File: src/rtl/proc_mc_pkg.sv
// Shared types and instruction field positions for the proc_mc processor.
// The PROC_MC_MUL_EN build option adds OP_MUL to the executed opcode set.
package proc_mc_pkg;

    typedef enum logic [2:0] {
        ST_RESET = 3'd0,
        ST_FETCH = 3'd1,
        ST_EXEC  = 3'd2,
        ST_MEM   = 3'd3,
        ST_HALT  = 3'd4
    } e_state;

    typedef enum logic [3:0] {
        OP_NOP    = 4'h0,
        OP_OUTI   = 4'h1,
        OP_OUTLOC = 4'h2,
        OP_LI     = 4'h3,
        OP_OUTR   = 4'h4,
        OP_LD     = 4'h5,
        OP_ST     = 4'h6,
        OP_ADDI   = 4'h7,
        OP_BNZ    = 4'h8,
        OP_MUL    = 4'h9,
        OP_HALT   = 4'hF
    } e_op;

    localparam int REG_MSB = 15;
    localparam int REG_LSB = 12;
    localparam int OP_MSB  = 11;
    localparam int OP_LSB  = 8;
    localparam int IMM_MSB = 7;
    localparam int IMM_LSB = 0;

endpackage

File: src/rtl/proc_mc_regfile.sv
// NUM_REGS x DATA_W register file: combinational read, synchronous write, async clear.
// With PROC_MC_MUL_EN defined a second read port feeds the multiplier.
module proc_mc_regfile #(
    parameter int DATA_W   = 16,
    parameter int NUM_REGS = 16,
    parameter int RA_W     = 4
) (
    input  logic              clk,
    input  logic              rst_n,
    input  logic [RA_W-1:0]   rd_addr,
    output logic [DATA_W-1:0] rd_data,
`ifdef PROC_MC_MUL_EN
    input  logic [RA_W-1:0]   rd2_addr,
    output logic [DATA_W-1:0] rd2_data,
`endif
    input  logic              we,
    input  logic [RA_W-1:0]   wr_addr,
    input  logic [DATA_W-1:0] wr_data,
    output logic [DATA_W-1:0] x1
);

    logic [DATA_W-1:0] regs_q [NUM_REGS];
    logic [DATA_W-1:0] regs_d [NUM_REGS];

    // next register contents: single write port
    always_comb begin
        regs_d = regs_q;
        if (we) begin
            regs_d[wr_addr] = wr_data;
        end else begin
            regs_d[wr_addr] = regs_q[wr_addr];
        end
    end

    // register storage with asynchronous clear
    always_ff @(posedge clk or negedge rst_n) begin
        if (!rst_n) begin
            for (int i = 0; i < NUM_REGS; i++) begin
                regs_q[i] <= '0;
            end
        end else begin
            regs_q <= regs_d;
        end
    end

    assign rd_data = regs_q[rd_addr];
`ifdef PROC_MC_MUL_EN
    assign rd2_data = regs_q[rd2_addr];
`endif
    assign x1 = regs_q[1];

endmodule

File: src/rtl/proc_mc.sv
// Multi-cycle processor: FETCH/EXEC/MEM over a req/ack unified memory port.
// Define PROC_MC_MUL_EN to execute op 9 (MUL); otherwise op 9 halts as illegal.
module proc_mc
    import proc_mc_pkg::*;
#(
    parameter int DATA_W   = 16,
    parameter int ADDR_W   = 16,
    parameter int NUM_REGS = 16
) (
    input  logic              clk,
    input  logic              rst_n,
    output logic              mem_req,
    output logic              mem_we,
    output logic [ADDR_W-1:0] mem_addr,
    output logic [DATA_W-1:0] mem_wdata,
    input  logic              mem_ack,
    input  logic [DATA_W-1:0] mem_rdata,
    output logic [DATA_W-1:0] out,
    output logic              outen,
    output logic [ADDR_W-1:0] pc,
    output logic [2:0]        state,
    output logic              halted,
    output logic              illegal,
    output logic [DATA_W-1:0] x1
);

    localparam int RA_W = $clog2(NUM_REGS);
    localparam logic [ADDR_W-1:0] PC_ONE = {{(ADDR_W-1){1'b0}}, 1'b1};

    e_state            state_q, state_d;
    logic [ADDR_W-1:0] pc_q, pc_d, maddr_q, maddr_d;
    logic [15:0]       instr_q, instr_d;
    logic [DATA_W-1:0] out_q, out_d, mwdata_q, mwdata_d;
    logic              outen_q, outen_d, illegal_q, illegal_d, mwe_q, mwe_d;

    logic [3:0]        rsel_s;
    e_op               op_s;
    logic [7:0]        imm_s;
    logic [DATA_W-1:0] imm_dw_s, rdata_s, rf_wdata_s;
    logic [ADDR_W-1:0] imm_aw_s;
    logic              rf_we_s;

    assign rsel_s   = instr_q[REG_MSB:REG_LSB];
    assign op_s     = e_op'(instr_q[OP_MSB:OP_LSB]);
    assign imm_s    = instr_q[IMM_MSB:IMM_LSB];
    assign imm_dw_s = DATA_W'(imm_s);
    assign imm_aw_s = ADDR_W'(imm_s);

`ifdef PROC_MC_MUL_EN
    logic [DATA_W-1:0] rdata2_s, mul_s;
    assign mul_s = rdata_s * rdata2_s;
`endif

    proc_mc_regfile #(
        .DATA_W   (DATA_W),
        .NUM_REGS (NUM_REGS),
        .RA_W     (RA_W)
    ) u_regfile (
        .clk      (clk),
        .rst_n    (rst_n),
        .rd_addr  (rsel_s[RA_W-1:0]),
        .rd_data  (rdata_s),
`ifdef PROC_MC_MUL_EN
        .rd2_addr (imm_s[RA_W-1:0]),
        .rd2_data (rdata2_s),
`endif
        .we       (rf_we_s),
        .wr_addr  (rsel_s[RA_W-1:0]),
        .wr_data  (rf_wdata_s),
        .x1       (x1)
    );

    // next-state, datapath updates and register-file write control
    always_comb begin
        state_d    = state_q;
        pc_d       = pc_q;
        instr_d    = instr_q;
        out_d      = out_q;
        outen_d    = 1'b0;
        illegal_d  = illegal_q;
        maddr_d    = maddr_q;
        mwe_d      = mwe_q;
        mwdata_d   = mwdata_q;
        rf_we_s    = 1'b0;
        rf_wdata_s = '0;
        case (state_q)
            ST_RESET: state_d = ST_FETCH;
            ST_FETCH: begin
                if (mem_ack) begin
                    instr_d = mem_rdata[15:0];
                    state_d = ST_EXEC;
                end else begin
                    state_d = ST_FETCH;
                end
            end
            ST_EXEC: begin
                state_d = ST_FETCH;
                pc_d    = pc_q + PC_ONE;
                if ({1'b0, rsel_s} >= 5'(NUM_REGS)) begin
                    illegal_d = 1'b1;
                    state_d   = ST_HALT;
                    pc_d      = pc_q;
                end else begin
                    case (op_s)
                        OP_NOP:  state_d = ST_FETCH;
                        OP_OUTI: begin
                            out_d   = imm_dw_s;
                            outen_d = 1'b1;
                        end
                        // memory ops hold pc until the transfer is acknowledged
                        OP_OUTLOC, OP_LD, OP_ST: begin
                            maddr_d  = imm_aw_s;
                            mwe_d    = (op_s == OP_ST);
                            mwdata_d = rdata_s;
                            pc_d     = pc_q;
                            state_d  = ST_MEM;
                        end
                        OP_LI: begin
                            rf_we_s    = 1'b1;
                            rf_wdata_s = imm_dw_s;
                        end
                        OP_OUTR: begin
                            out_d   = rdata_s;
                            outen_d = 1'b1;
                        end
                        OP_ADDI: begin
                            rf_we_s    = 1'b1;
                            rf_wdata_s = rdata_s + imm_dw_s;
                        end
                        OP_BNZ: begin
                            if (rdata_s != '0) begin
                                pc_d = imm_aw_s;
                            end else begin
                                pc_d = pc_q + PC_ONE;
                            end
                        end
`ifdef PROC_MC_MUL_EN
                        OP_MUL: begin
                            if ({1'b0, imm_s[3:0]} >= 5'(NUM_REGS)) begin
                                illegal_d = 1'b1;
                                state_d   = ST_HALT;
                                pc_d      = pc_q;
                            end else begin
                                rf_we_s    = 1'b1;
                                rf_wdata_s = mul_s;
                            end
                        end
`endif
                        OP_HALT: begin
                            state_d = ST_HALT;
                            pc_d    = pc_q;
                        end
                        default: begin
                            illegal_d = 1'b1;
                            state_d   = ST_HALT;
                            pc_d      = pc_q;
                        end
                    endcase
                end
            end
            ST_MEM: begin
                if (mem_ack) begin
                    pc_d    = pc_q + PC_ONE;
                    state_d = ST_FETCH;
                    if (op_s == OP_LD) begin
                        rf_we_s    = 1'b1;
                        rf_wdata_s = mem_rdata;
                    end else if (op_s == OP_OUTLOC) begin
                        out_d   = mem_rdata;
                        outen_d = 1'b1;
                    end else begin
                        rf_we_s = 1'b0;
                    end
                end else begin
                    state_d = ST_MEM;
                end
            end
            ST_HALT: state_d = ST_HALT;
            default: state_d = ST_RESET;
        endcase
    end

    // architectural and control state registers
    always_ff @(posedge clk or negedge rst_n) begin
        if (!rst_n) begin
            state_q   <= ST_RESET;
            pc_q      <= '0;
            instr_q   <= 16'h0000;
            out_q     <= '0;
            outen_q   <= 1'b0;
            illegal_q <= 1'b0;
            maddr_q   <= '0;
            mwe_q     <= 1'b0;
            mwdata_q  <= '0;
        end else begin
            state_q   <= state_d;
            pc_q      <= pc_d;
            instr_q   <= instr_d;
            out_q     <= out_d;
            outen_q   <= outen_d;
            illegal_q <= illegal_d;
            maddr_q   <= maddr_d;
            mwe_q     <= mwe_d;
            mwdata_q  <= mwdata_d;
        end
    end

    assign mem_req   = (state_q == ST_FETCH) || (state_q == ST_MEM);
    assign mem_we    = (state_q == ST_MEM) && mwe_q;
    assign mem_addr  = (state_q == ST_FETCH) ? pc_q :
                       ((state_q == ST_MEM) ? maddr_q : '0);
    assign mem_wdata = (state_q == ST_MEM) ? mwdata_q : '0;
    assign out       = out_q;
    assign outen     = outen_q;
    assign pc        = pc_q;
    assign state     = state_q;
    assign halted    = (state_q == ST_HALT);
    assign illegal   = illegal_q;

endmodule
File: config.mk
export PLATFORM = sky130hd
export DESIGN_NAME = proc_mc
export DESIGN_NICKNAME = d
export VERILOG_FILES = /design/src/rtl/proc_mc_pkg.sv /design/src/rtl/proc_mc_regfile.sv /design/src/rtl/proc_mc.sv
export SDC_FILE = /design/constraint.sdc
export NUM_CORES = 1
export LEC_CHECK = 0
export ABC_AREA = 1
export CAP_MARGIN = 15
export CELL_PAD_IN_SITES_DETAIL_PLACEMENT = 1
export CELL_PAD_IN_SITES_GLOBAL_PLACEMENT = 1
export CORE_MARGIN = 2
export CORE_UTILIZATION = 35
export CTS_CLUSTER_SIZE = 8
export DETAILED_ROUTE_END_ITERATION = 16
export GPL_TIMING_DRIVEN = 0
export PLACE_DENSITY = 0.67
export SLEW_MARGIN = 20
export SYNTH_ARGS = -nofsm -noshare
export SYNTH_HDL_FRONTEND = slang
export SYNTH_SLANG_ARGS = --single-unit
File: constraint.sdc
create_clock -name clk -period 4.6 [get_ports clk]
set_input_delay 0.46 -clock clk [delete_from_list [all_inputs] [get_ports clk]]
set_output_delay 0.46 -clock clk [all_outputs]
set_load 0.01 [all_outputs]
==> results.md, run 1 <==
* Status: complete, no violations
* Starting DRC count in detailed routing at between 1000 and 1500
* F_max at 230 MHz
* Critical path startpoint: instr_q[12]$_DFFE_PN0P_
* Synth Instances at 2358
* Core area at 49900 µm²
* Syn nets at 2387
* Tcrit/Tclk final at between 90% and 100%
* DRT Pass-1 Iters at 5
* Design area at between 20000 and 25000 µm²
* RSZ-0062 raised after global routing: no
* Drt total wl at 67.5 mm
* Placed inst area at 19600 µm²
* Cts bufs inserted at 48
* Ys Warns at 0
* FF+latch count, synth at 334
* WP data arrival at 4.80 ns
* Via-to-Cell Ratio at 5.19
* WL/cell at 21.1 µm
* Clock Skew at around 0.014 ns
* Crit path largest cell delay at 0.49 ns
* Placer congestion estimate at 0.945
* Fillers at 6248
* Post-DP HPWL at 49.4 mm
* Leak Pwr at between 10 and 15 nW
* Number of global-route vias before repair at 17400
* Share of layout cells above drive strength 1 at 9.25%
* Global-route wire length before repair at approximately 110 mm
* Placement row count at between 80 and 90
* Max Buffers Root-to-Sink at 3
* Max-Cap Viols at 0
* R2R Path Start: instr_q[12]$_DFFE_PN0P_
* DRC at 0
* Die height at between 200 and 250 µm
* EDFF count, synth at 0
* TritonCTS clock tree: built
* Routed Antenna Nets at 0
* Die W at 228 µm
* Ys flop type: dfrtp_1
* Worst Setup EP: u_regfile.regs_q[250]$_DFFE_PN0P_
* Worst skew pair latency at 0.58 ns
* Power Dens Cells at 808 nW/µm²
* Async SR Flop Fraction at 100%
* Peak supply drop at 0.000306 V
* # setup viols final at 0
* Startpoint Class: flop
* CP Max Fanout at 10
* Setup CP Type: reg2reg
* CP required at 5.05 ns
* Slew Limit Headroom at 29.9%
* Top-Level Pins at roughly 110
* Crit-path slowest cell: dfrtp_2
* Total Nets Final at 2555
* CP Capture Type: flop
* Sequential fraction of the synthesis area at roughly 48%
* CP Depth at 26
* Count of pins over their slew limit at 0
* Layout area overhead at 19.6%
* Number of diodes at 0
* Avg Cell Area, Syn at about 7.5 µm²
* Final Critical Period at 4.35 ns
* Clock transition at the registers of the reported paths at about 0.050 ns
* Delay-heaviest family, CP: simple AND/OR/NAND/NOR gates
* Initial Utilization at a little over a third
* DR vias at 16600
* Root Driver: clkbuf_16
* Hold slack at 0.384 ns
* Mapped Area at approximately 18000 µm²
* Clock Sinks at 334
* Worst r2r dst: u_regfile.regs_q[250]$_DFFE_PN0P_
* Die footprint at 52000 µm²
* Htree depth at 2
* Bufs and invs on worst path at 7
* Netlist cell types at 54
* Remaining Overflow, GRT at 0
* Final Hold Violating Endpoints at 0
* Initial antenna violation count at 1
* Reg2reg setup slack at between 0.2 and 0.3 ns
* I/O Buffers at 106
* Path depth of the worst reg2reg path at 26
* GRT Overall Usage at 26.1%
* Type of the tightest min-delay check: in2async
* Most frequent cells in the layout: nand2_1, dfrtp_1, nor2_1
* Commonest non-fill, non-tap cell in the layout: nand2_1
* Worst Tran Pin Value at around 1.1 ns
* Pin count of the biggest net entering global routing at around 90
-- where the power goes --
| group | internal [W] | switching, W |
|---|---|---|
| clock | 0.00194 | 0.00131 |
| sequential | 0.00423 | 0.000797 |
| combinational | 0.00279 | 0.00594 |
| total | 0.00895 | 0.00804 |
-- area by class of cell --
cell class                 count  area (µm²)  area share (%)
multi-input combinational   1702        7820            37.2
clock buffer                  54        1250            5.97
inverter                     180         688            3.27
clock inverter                 1        30.0           0.143
buffer                       142         802            3.81
timing repair buffer         118        1240            5.89
sequential                   334        8360            39.8
tap                          672         841            4.00
-- cells by family after synthesis --
kind of cell	count (synthesis)	share of synthesized area, %
AND/OR/NAND/NOR	1405	33.6
flip-flops	334	47.5
buffers and inverters	322	8.38
AO/OA/AOI/OAI	277	9.27
adder cells (fa/ha/maj)	10	0.754
XOR/XNOR	9	0.448
multiplexers	1	0.0640
-- layer usage --
metal | part of all wire, % | track usage, % | vias up
li1 | - | - | 7780
met1 | 46 | 35.4 | 8326
met2 | 46 | 42.2 | 392
met3 | 5.0 | 4.26 | 124
met4 | 3.6 | 9.68 | 0
met5 | 0 | 0 | -
-- through the flow --
step / utilization, % / power, W / setup WS [ns] / instances / TNS, ns
5_1_grt: 42.2 / 0.0182 / 0.0115 / 3203 / 0
6_report: 42.2 / 0.0170 / 0.253 / 3203 / 0
2_1_floorplan: - / 0.0101 / 1.22 / 2358 / 0
3_5_place_dp: 39.3 / 0.0136 / -0.743 / 3141 / -58.49
3_3_place_gp: 39.1 / 0.0134 / -12.65 / 3136 / -4254.87
4_1_cts: 42.0 / 0.0170 / 0.0199 / 3198 / 0
-- how the worst min path moves through the flow --
stage                   startpoint                                 to  slack (ns)  depth (start not counted)
6_report                     rst_n  u_regfile.regs_q[179]$_DFFE_PN0P_        0.38                          2
2_1_floorplan                rst_n                illegal$_DFFE_PN0P_        0.16                          0
3_3_place_gp   illegal$_DFFE_PN0P_                illegal$_DFFE_PN0P_        0.46                          2
4_1_cts                      rst_n  u_regfile.regs_q[212]$_DFFE_PN0P_        0.39                          2
5_1_grt                      rst_n  u_regfile.regs_q[179]$_DFFE_PN0P_        0.43                          2
3_5_place_dp                 rst_n  u_regfile.regs_q[163]$_DFFE_PN0P_        0.40                          1
-- sequential cells by signal, indices dropped and copies added, names as in the netlist --
| signal | count |
|---|---|
| instr_q | 16 |
| state | 3 |
| illegal | 1 |
| pc | 16 |
| out | 16 |
| u_regfile.regs_q | 240 |
| mwdata_q | 16 |
| mwe_q | 1 |
| maddr_q | 8 |
| u_regfile.x1 | 16 |
| outen | 1 |
-- cell usage after synthesis, types with 2 or more instances --
| cell | number | area, µm² |
|---|---|---|
| buf_4 | 24 | 180 |
| a31oi_1 | 22 | 138 |
| o32ai_1 | 2 | 17.5 |
| nand3_2 | 9 | 90.1 |
| inv_2 | 13 | 48.8 |
| o21bai_1 | 4 | 30.0 |
| o22ai_1 | 20 | 125 |
| nand4_2 | 2 | 25.0 |
| ha_1 | 9 | 113 |
| inv_1 | 162 | 608 |
| nand4_1 | 40 | 250 |
| clkinv_1 | 3 | 11.3 |
| buf_2 | 30 | 150 |
| a22oi_2 | 4 | 50.1 |
| buf_6 | 17 | 191 |
| a21oi_1 | 22 | 110 |
| nand3_4 | 2 | 35.0 |
| or2_2 | 4 | 25.0 |
| nor2_2 | 14 | 87.6 |
| nor2_4 | 8 | 90.1 |
| a22oi_1 | 8 | 60.1 |
| nor3_1 | 5 | 25.0 |
| nand3_1 | 149 | 746 |
| a32o_1 | 3 | 30.0 |
| nand2_1 | 940 | 3530 |
| clkbuf_1 | 69 | 259 |
| xor2_1 | 8 | 70.1 |
| nor2_8 | 2 | 40.0 |
| nand3b_1 | 2 | 15.0 |
| a41oi_1 | 2 | 17.5 |
| dfrtp_1 | 334 | 8360 |
| o21ai_1 | 27 | 135 |
| o31ai_1 | 2 | 15.0 |
| nand2_4 | 2 | 22.5 |
| nor2_1 | 205 | 769 |
| o21ai_0 | 138 | 691 |
| a22o_1 | 16 | 140 |
| nand2_2 | 19 | 119 |
-- timing repair --
item                                    in CTS  in global routing
gates resized for setup                      9                 16
hold endpoints to repair                    44                  0
buffers inserted                             1                  5
hold buffers                                 1                  0
endpoints found under the setup margin     186                 84
pin swaps                                    1                  2
No activity file was read; power rests on OpenSTA's default activity.
==> inputs of run 2 (changes only) <==
ABC_AREA = 0   (was 1)
HOLD_SLACK_MARGIN = 0.08   (was default)
PLACE_DENSITY = 0.63   (was 0.67)
==> run 2 against run 1 <==
Against the previous run: sequential share of layout area up 2.7 points; maximum frequency shrank 1.3%; cell count shrank 28%; design area fell by 6.4%; clock skew increased by 0.0023 ns; non-clock buffer count grew 11; die area fell by 9.7%; global-route usage down 3.0 points; hold slack improved by 0.0026 ns.
==> results.md, run 2 <==
* Util after Layout at 44.2%
* Leak Pwr at 8.41 nW
* Top sig layer: met4
* Biggest register: u_regfile.regs_q
* Largest cells by area after synthesis: dfrtp_1, o21ai_0, nand2_1
* Ys flop type: dfrtp_1
* WL/cell at 23.1 µm
* Main combinational cell family by area after synthesis: compound AO/OA/AOI/OAI gates
* I/O Buffers at 106
* Pin count of the biggest net entering global routing at 83
* Drt total wl at 53.3 mm
* Cts bufs inserted at 47
* Peak supply drop at 0.000355 V
* Startpoint Class: flop
* Via-to-Cell Ratio at ~5.5
* Routed Antenna Nets at 0
* Async SR Flop Fraction at between 90% and 100%
* Mux contribution to synthesized area at 13.5%
* Clock transition at the registers of the reported paths at 0.05 ns
* Starting DRC count in detailed routing at 853
* Remaining Overflow, GRT at 0
* Most frequent cells in the layout: dfrtp_1, nand2_1, o21ai_0
* Synth top area share at 52.7%
* Area share of fa/ha/maj cells after synthesis at 0.837%
* Share of layout cells above drive strength 1 at between 15 and 20%
* Sequential fraction of the synthesis area at 52.7%
* R2R Path Start: instr_q[12]$_DFFE_PN0P_
* Die height at 217 µm
* Max Buffers Root-to-Sink at 3
* Initial antenna violation count at 0
* CP required at 5.02 ns
* Cell taking the most area after synthesis: dfrtp_1
* Final Hold Violating Endpoints at 0
* DRT met1 WL at 24.3 mm
* Avg Cell Area, Syn at 10.5 µm²
* Core area at 44500 µm²
* Synth top cells by count: dfrtp_1, nand2_1, o21ai_0
* DRT Pass-1 Iters at 5
* WP data arrival at around 4.8 ns
* Number of diodes at 0
* Clock Skew at 0.0159 ns
* Max-Cap Viols at 0
* EDFF count, synth at 0
* DR vias at ~13000
* Initial Utilization at 35.6%
* Worst Tran Pin Value at about 1.1 ns
* FF+latch count, synth at 334
* Most frequent cell after synthesis: dfrtp_1
* Top-Level Pins at 107
* Commonest non-fill, non-tap cell in the layout: dfrtp_1
* GRT Overall Usage at about 23%
* Ys Warns at 0
* Power Dens Cells at 902 nW/µm²
* Compound-Gate Fraction of Synth Area at about 15%
* Mapped Area at 15900 µm²
* Htree depth at 2
* F_max at 227 MHz
* Critical path startpoint: instr_q[12]$_DFFE_PN0P_
* Slew Limit Headroom at 24.1%
* # setup viols final at 0
* Clock Sinks at 334
* Placer congestion estimate at 0.830
* Synth Instances at about 1500
* CP Max Fanout at 14
* Worst skew pair latency at 0.57 ns
* Total Nets Final at 1745
* Simple-gate share of the synthesized area at 13.6%
* Placement row count at 77
* Tcrit/Tclk final at between 90 and 100%
* Global-route wire length before repair at between 80 and 90 mm
* Post-DP HPWL at roughly 38 mm
* Die footprint at 47000 µm²
* Root Driver: clkbuf_16
* Count of pins over their slew limit at 0
* Die W at 217 µm
* Netlist cell types at 58
* Status: complete, no violations
* Type of the tightest min-delay check: in2async
* Xor/xnor cell area share of the yosys netlist at less than 1%
* CP Capture Type: flop
* Met3 WL at 2.26 mm
* Setup CP Type: reg2reg
* Design area at approximately 20000 µm²
* Max reg flops at 240
* Number of global-route vias before repair at 13500
* Final Critical Period at 4.41 ns
* TritonCTS clock tree: built
* DRC at 0
* Metal2 WL at 25.5 mm
* Placed inst area at ~18000 µm²
* Layout area overhead at 24.2%
* Syn nets at approximately 1500
## run 2: changes by cell type after synthesis, moves of 48 or more
cell	change
o21ai_0	+96
nand2_1	-638
inv_1	-155
a21oi_1	+48
nand3_1	-138
nor2_1	-107
## run 2: where the power goes
group          switching, W  total [W]  internal (W)
clock               0.00125    0.00305       0.00180
combinational       0.00560    0.00952       0.00393
sequential         0.000917    0.00519       0.00428
total               0.00776     0.0178        0.0100
## run 2: worst paths after layout
| path | slack, ns | to | depth (start not counted) |
|---|---|---|---|
| setup reg to reg | 0.19 | u_regfile.regs_q[30]$_DFFE_PN0P_ | 17 |
| min in group clk | 0.47 | u_regfile.regs_q[181]$_DFFE_PN0P_ | 2 |
| max in group asynchronous | 3.07 | u_regfile.x1[9]$_DFFE_PN0P_ | 4 |
| setup / recovery | 0.19 | u_regfile.regs_q[30]$_DFFE_PN0P_ | 17 |
| hold reg to reg | 0.47 | u_regfile.regs_q[181]$_DFFE_PN0P_ | 2 |
| hold / removal | 0.39 | pc[13]$_DFFE_PN0P_ | 2 |
## run 2: area by class of cell
cell class,instances,area (µm²)
fill,4872,24800
clock inverter,1,8.76
clock buffer,48,1190
inverter,7,26.3
buffer,117,694
tap,592,741
sequential,334,8360
multi-input combinational,1055,7170
timing repair buffer,154,1510
## run 2: cell families after synthesis
logic type | after synthesis
XOR/XNOR | 17
flip-flops | 334
AO/OA/AOI/OAI | 398
multiplexers | 122
buffers and inverters | 127
adder cells (fa/ha/maj) | 10
AND/OR/NAND/NOR | 508
## run 2: layer usage
| metal | GRT usage, % | vias to the layer above |
|---|---|---|
| met5 | 0 | - |
| met3 | 3.31 | 85 |
| met2 | 38.1 | 277 |
| met4 | 6.58 | 0 |
| met1 | 31.9 | 6503 |
| li1 | - | 5787 |
## run 2: through the flow
stage / hold WS, ns / TNS [ns] / worst slack [ns] / instances / power (W)
2_1_floorplan: 0.164 / 0 / 0.0840 / 1516 / 0.00999
3_3_place_gp: 0.453 / -4367.81 / -11.96 / 2214 / 0.0130
3_5_place_dp: 0.410 / -396.12 / -2.07 / 2221 / 0.0133
4_1_cts: 0.404 / -0.0203 / -0.0173 / 2281 / 0.0172
5_1_grt: 0.432 / -0.0415 / -0.0305 / 2308 / 0.0190
6_report: 0.386 / 0 / 0.195 / 2308 / 0.0178
## run 2: critical path, stage by stage (launching register included)
cell and delay (ns):
dfrtp_1 0.33, buf_6 0.18, buf_16 0.18, buf_12 0.17
mux4_1 0.57, a22oi_1 0.29, nand2_2 0.20, ha_2 0.44
and3_1 0.22, a221oi_4 0.09, a21oi_4 0.24, and4_1 0.26
nand4_1 0.13, xnor2_1 0.17, a222oi_1 0.22, buf_4 0.20
clkbuf_4 0.20, o21ai_0 0.11
## run 2: timing repair
action / in CTS / in global routing
setup endpoints to repair: 272 / 168
resized for setup: 78 / 39
hold buffers: 1 / 0
hold endpoints to repair: 50 / 0
setup buffers: 12 / 27
pin swaps: 8 / 7
